--- config.mk ---
export PLATFORM = sky130hd
export DESIGN_NAME = psg_master_dac
export DESIGN_NICKNAME = d
export VERILOG_FILES = /design/src/rtl/psg_master_dac.sv
export SDC_FILE = /design/constraint.sdc
export NUM_CORES = 1
export LEC_CHECK = 0
export ABC_AREA = 1
export CAP_MARGIN = 30
export CORE_AREA = 2 2 105 107
export CTS_CLUSTER_DIAMETER = 40
export CTS_CLUSTER_SIZE = 8
export DETAILED_ROUTE_END_ITERATION = 6
export DIE_AREA = 0 0 107 109
export GPL_TIMING_DRIVEN = 0
export HOLD_SLACK_MARGIN = 0.06
export PLACE_DENSITY = 0.81
export SLEW_MARGIN = 20
export SYNTH_ARGS = -nofsm -noshare
export SYNTH_HDL_FRONTEND = slang
export SYNTH_SLANG_ARGS = --single-unit
--- constraint.sdc ---
create_clock -name clk_i -period 5.65 [get_ports clk_i]
set_input_delay 0.565 -clock clk_i [delete_from_list [all_inputs] [get_ports clk_i]]
set_output_delay 0.565 -clock clk_i [all_outputs]
set_load 0.02 [all_outputs]
--- src/rtl/psg_master_dac.sv ---
`default_nettype none
// ============================================================================
// Module   : psg_master_dac
// Purpose  : PSG output stage. Scales the summed audio by a master volume,
//            saturates it to OWID bits and drives a 1st-order sigma-delta pin.
// Revision : 1.0 - initial release
// ============================================================================
module psg_master_dac #(
  parameter int WID   = 22,
  parameter int OWID  = 16,
  parameter int SHIFT = 9
) (
  input  logic            clk_i,
  input  logic            rst_ni,
  input  logic [7:0]      cnt,
  input  logic [3:0]      vol,
  input  logic [WID-1:0]  i,
  output logic [OWID-1:0] o,
  output logic            o_v,
  output logic            sd_o
);

  localparam int c_pw = WID + 4;
  localparam logic [c_pw-1:0] c_sat_max = {{(c_pw-OWID){1'b0}}, {OWID{1'b1}}};

  typedef enum logic [1:0] {
    S_IDLE = 2'd0,
    S_MUL  = 2'd1,
    S_SAT  = 2'd2
  } state_t;

  state_t          r_state;
  state_t          w_state_next;
  logic [WID-1:0]  r_a;
  logic [WID-1:0]  w_a_next;
  logic [3:0]      r_v;
  logic [3:0]      w_v_next;
  logic [c_pw-1:0] r_p;
  logic [c_pw-1:0] w_p_next;
  logic [1:0]      r_k;
  logic [1:0]      w_k_next;
  logic [OWID-1:0] r_o;
  logic [OWID-1:0] w_o_next;
  logic            r_ov;
  logic            w_ov_next;
  logic [OWID:0]   r_acc;
  logic [OWID:0]   w_acc_next;
  logic [c_pw-1:0] w_addend;
  logic [c_pw-1:0] w_s;

  // One partial product per MUL cycle: the latched sample shifted by the bit index.
  assign w_addend = {4'b0000, r_a} << r_k;
  assign w_s      = r_p >> SHIFT;

  always_comb begin
    w_state_next = r_state;
    w_a_next     = r_a;
    w_v_next     = r_v;
    w_p_next     = r_p;
    w_k_next     = r_k;
    w_o_next     = r_o;
    w_ov_next    = 1'b0;
    case (r_state)
      S_IDLE: begin
        if (cnt == 8'd1) begin
          w_a_next     = i;
          w_v_next     = vol;
          w_p_next     = '0;
          w_k_next     = 2'd0;
          w_state_next = S_MUL;
        end
      end
      S_MUL: begin
        if (r_v[r_k]) begin
          w_p_next = r_p + w_addend;
        end
        w_k_next = r_k + 2'd1;
        if (r_k == 2'd3) begin
          w_state_next = S_SAT;
        end
      end
      S_SAT: begin
        w_o_next     = (w_s > c_sat_max) ? c_sat_max[OWID-1:0] : w_s[OWID-1:0];
        w_ov_next    = 1'b1;
        w_state_next = S_IDLE;
      end
      default: begin
        w_state_next = S_IDLE;
      end
    endcase
  end

  always_ff @(posedge clk_i or negedge rst_ni) begin
    if (!rst_ni) begin
      r_state <= S_IDLE;
      r_a     <= '0;
      r_v     <= '0;
      r_p     <= '0;
      r_k     <= '0;
      r_o     <= '0;
      r_ov    <= 1'b0;
    end else begin
      r_state <= w_state_next;
      r_a     <= w_a_next;
      r_v     <= w_v_next;
      r_p     <= w_p_next;
      r_k     <= w_k_next;
      r_o     <= w_o_next;
      r_ov    <= w_ov_next;
    end
  end

  // The carry out of the residue accumulator is the bitstream; its density is o / 2^OWID.
  assign w_acc_next = {1'b0, r_acc[OWID-1:0]} + {1'b0, r_o};

  always_ff @(posedge clk_i or negedge rst_ni) begin
    if (!rst_ni) begin
      r_acc <= '0;
    end else begin
      r_acc <= w_acc_next;
    end
  end

  assign o    = r_o;
  assign o_v  = r_ov;
  assign sd_o = r_acc[OWID];

endmodule
`default_nettype wire
# == Yosys cells after proc, flatten, opt, wreduce, memory -nomap -nowiden ==
# Index checks and enable logic that the tools add are counted.
# totals
ff_bits,90
input_bits,36
output_inout_bits,18
wordCells,39
# op_classes
n_addsub,3
magnitude_cmp,2
n_eq_ne,7
shift,1
muxes,12
n_reduce_logical,6
# ops
op,count
$mux W26,2
$pmux W26 S2,1
$add A26 B26 Y26,1
$shl A22 B2 Y26,1
$add A16 B16 Y17,1
$gt A17 B16 Y1 const B,1
$mux W16,1
$eq A8 B1 Y1 const B,1
$pmux W2 S2,2
$mux W2,3
$ne A2 B2 Y1 const B,3
$reduce_and A2 Y1,3
$eq A2 B2 Y1 const B,2
$lt A2 B3 Y1 const B,1
$reduce_and A3 Y1,1
$add A2 B1 Y2 const B,1
$bmux W1 S2,1
$eq A2 B1 Y1 const B,1
$logic_not A2 Y1,1
$mux W1,2
$reduce_bool A2 Y1,1

# == Logic depth before layout (Yosys ltp) ==
# logic_depth
depth_word,4
depth_mapped,18
ltp_nobuf,16

# == Worst setup path before layout ==
# OpenSTA, ideal clock, no wires.
# synth_timing
kind,register to register
start,register r_k[1]
end,register r_p[12]
setup_time_ps,121
t_arrival_ps,2221
required_time_ps,5529
slack_ps,3307
stages_incl_launch_ff,15
cell_sequence,dfrtp_1 > buf_4 > clkbuf_1 > nor2_1 > ha_1 > inv_1 > fa_1 > inv_1 > nand3_1 > nand3_1 > a21oi_1 > o21ai_0 > nand2_1 > nand2_1 > o21ai_1
# synth_via
elab_chain_len,4
word_cells_on_any_way,8
# synth_rtl
item,line_no,source
from (decl),40,logic [1:0] r_k;
from (signal assigned),107,r_k <= w_k_next;
$shl A22 B2 Y26 / $bmux W1 S2 (equally long branches),"52, 74",
$add A26 B26 Y26 / $mux W1 (equally long branches),"75, 74",
$mux W26 / $ne A2 B2 Y1 (equally long branches),-,
$pmux W26 S2 / $reduce_and A3 Y1 (equally long branches),-,
to (signal assigned),106,r_p <= w_p_next;
to (decl),38,logic [c_pw-1:0] r_p;
# Several ways; a longest one is shown, not always the timed one. The select of a mux whose other input is x is not followed.
# A chain may end at the register's enable or synchronous reset.

# == Worst setup path after layout ==
# layout_timing
start,register r_k[0]
end,register r_p[25]
# The elaborated chain is that of the path after synthesis.

==> metrics.md <==
| Metric | Value |
|---|---|
| Post-Syn Area | `0.00615 mm2` |
| Die area | `0.0117 mm2` |
| Final setup fails | `0` |
| VDD IR-drop max | `0.322 mV` |
| Via density | `5.39` |
| Synthesized Nets | `942` |
| Leakage | `3.54 nW` |
| Post-Synth XOR/XNOR Area | `0.0228` |
| Dpl cell area | `0.00689 mm2` |
| Total number of vias | `5782` |
| Synth Instances | `862` |
| Ports | `54` |
| Startpoint Class | `register` |
| Mux cell area share after synthesis | `0.0325` |
| Initial antenna violation count | `0` |
| Post-synth EDFFs | `0` |
| Worst-path clk slew | `0.10 ns` |
| Worst Setup Path Type | `reg -> reg` |
| H-Tree Level Count | `3` |
| 1st-pass router iterations | `6` |
| R2r worst-path depth | `13` |
| Worst path required time | `5.90 ns` |
| Vias in the first global route | `5331` |
| Stages on worst setup path | `13` |
| Critical path endpoint category | `register` |
| Global Route Usage Sum | `0.272` |
| Antenna cell count | `0` |
| Class of the worst hold path | `in -> async` |
| Cells after DPL | `1056` |
| CORE AREA | `0.0106 mm2` |
| Synth Flop Type | `dfrtp_1` |
| Synth Area in Compound Gates | `0.132` |
| Max-cap violations | `0` |
| Distinct cells, synth | `32` |
| Commonest non-fill, non-tap cell in the layout | `nand2_1` |
| CTS tree | `done` |
| Clock Tree Buf Depth | `2` |
| Clock Latency Late Sink | `0.38 ns` |
| Slew HR | `0.601` |
| Worst-margin pin slew | `0.596 ns` |
| GPL Wtd Cong | `0.985` |
| Worst Path Arrival | `3.43 ns` |
| CTS buffer count | `9` |
| Yosys Warn Count | `0` |
| Flops & latches, synth | `90` |
| Final Slew Violations | `0` |
| Final core utilization | `0.669` |
| Dpl hpwl | `11.9 mm` |
| Gr ovfl total | `0` |
| CP Buf/Inv Count | `3` |
| Power Dens Cells | `630 mW/mm2` |
| Tmin final | `3.18 ns` |
| Die width | `107 um` |
| Largest net degree at the start of global routing | `58` |
| Synth Area in Simple Gates | `0.270` |
| Setup TNS | `0 ns` |
| Cell area after layout | `0.00709 mm2` |
| Status | `finished clean` |
| Hold Buf Count CTS | `0` |
| CTS Sinks | `90` |
| Post-Layout Cell Count | `1072` |
| Final wirelength | `15.2 mm` |
| Avg Synthesized Cell Area | `7.14 um2` |
| Combinational family with the most area after synthesis | `simple AND/OR/NAND/NOR gates` |
| Starting Density | `0.580` |
| Nets@finish | `1007` |
| Share of layout cells above drive strength 1 | `0.0386` |
| Adder-cell share of the synthesized area | `0.0919` |
| Post-synth ARST share | `1.00` |
| Area growth, synth to finish | `15.2%` |
| Sequential share of the synthesized area | `0.366` |
| Reg2Reg Launch Point | `r_k[0]` |
| CP max-delay cell | `dfrtp_1` |
| Crit-path max FO | `10` |
| Post-DRT Antenna Nets | `0` |
| Slowest stage delay, CP | `0.38 ns` |
| RSZ-0062 raised after global routing | `false` |
| First-pass GRT wire length | `24.9 mm` |
| Worst setup startpoint | `r_k[0]` |
| Resized cells post-CTS | `0` |
| Row count | `38` |
| Initial DRC count | `444` |
| DR WL/cell | `14.2 um` |
| Hold Slack | `0.0696 ns` |
| Postcts setup bufs | `0` |
| IO Port Bufs | `53` |
| Fmax | `315 MHz` |
| Cell family with most CP delay | `simple AND/OR/NAND/NOR gates` |
| Final hold violation count | `0` |
| Final worst-path cycle share | `0.562` |
| Commonest non-fill, non-tap cells in the layout | `264 x nand2_1, 99 x inv_1, 90 x dfrtp_1, 80 x nor2_1, 64 x o21ai_0` |
| Die Span Y | `109 um` |
| DRC errors left | `0` |
| Root Driver | `clkbuf_8` |
| Cells along the critical path | `buf_6 -> clkbuf_1 -> o21ai_0 -> mux2i_1 -> ha_1 -> nand2_1 -> inv_1 -> a21oi_1 -> nand3_1 -> nand2_1 -> nand3_1 -> a21oi_1 -> nor2_1` |
| Skew final | `0.0164 ns` |
==> Yosys cell counts (9+ instances only) <==
cell type / n / share of area
nand2_1: 264 / 0.16
inv_1: 99 / 0.060
dfrtp_1: 90 / 0.37
nor2_1: 80 / 0.049
o21ai_0: 64 / 0.052
a21oi_1: 59 / 0.048
ha_1: 42 / 0.085
nand3_1: 40 / 0.033
mux2i_1: 20 / 0.033
o21ai_1: 15 / 0.012
clkbuf_1: 11 / 0.0067
nand4_1: 10 / 0.010
xor2_1: 9 / 0.013
==> power breakdown <==
group / internal (mW) / switching, mW / total [mW]
Sequential: 0.888 / 0.159 / 1.05
Clock: 0.212 / 0.262 / 0.473
Combinational: 1.08 / 1.87 / 2.95
==> per-stage QoR <==
stage               setup WS (ns)  power, mW
finish                       2.47       4.47
global route                 2.24       4.91
floorplan                    3.31       3.23
global placement            0.662       3.89
CTS                          2.57       4.44
detailed placement           2.64       3.96
==> routing by layer <==
layer	part of all wire	global-route usage
met4	0.023	0.0881
met1	0.44	0.354
met5	0	0
met2	0.49	0.480
met3	0.038	0.0269
==> cell families (layout without fill, tap and decap cells) <==
family          after synthesis  after routing
flops                        90             90
fa+ha+maj                    44             44
xor+xnor                     16             16
simple gates                412            412
mux                          20             20
buf+inv                     126            196
compound gates              154            154
==> path summary, 6_finish.rpt <==
check                            to  slack (ns)
setup / recovery            r_p[25]        2.47
hold / removal                 o[0]        0.07
setup reg to reg            r_p[25]        2.47
hold reg to reg            r_acc[0]        0.48
max in group asynchronous   r_p[22]        4.98
min in group clk_i         r_acc[0]        0.48
==> final cells by class <==
cell class	instances	area, um2
inverter	104	390
timing repair buffer	54	559
clock buffer	10	128
clock inverter	6	72.6
multi-input combinational	646	3380
tap	140	175
sequential	90	2250
fill	955	3510
buffer	22	133
==> sequential cells by signal, summed over array words and instances (netlist names) <==
register	cells
o_v	1
r_state	2
r_v	4
r_a	22
r_p	26
r_k	2
r_acc	17
o	16
Note: power is estimated with default switching activity, not from simulation.
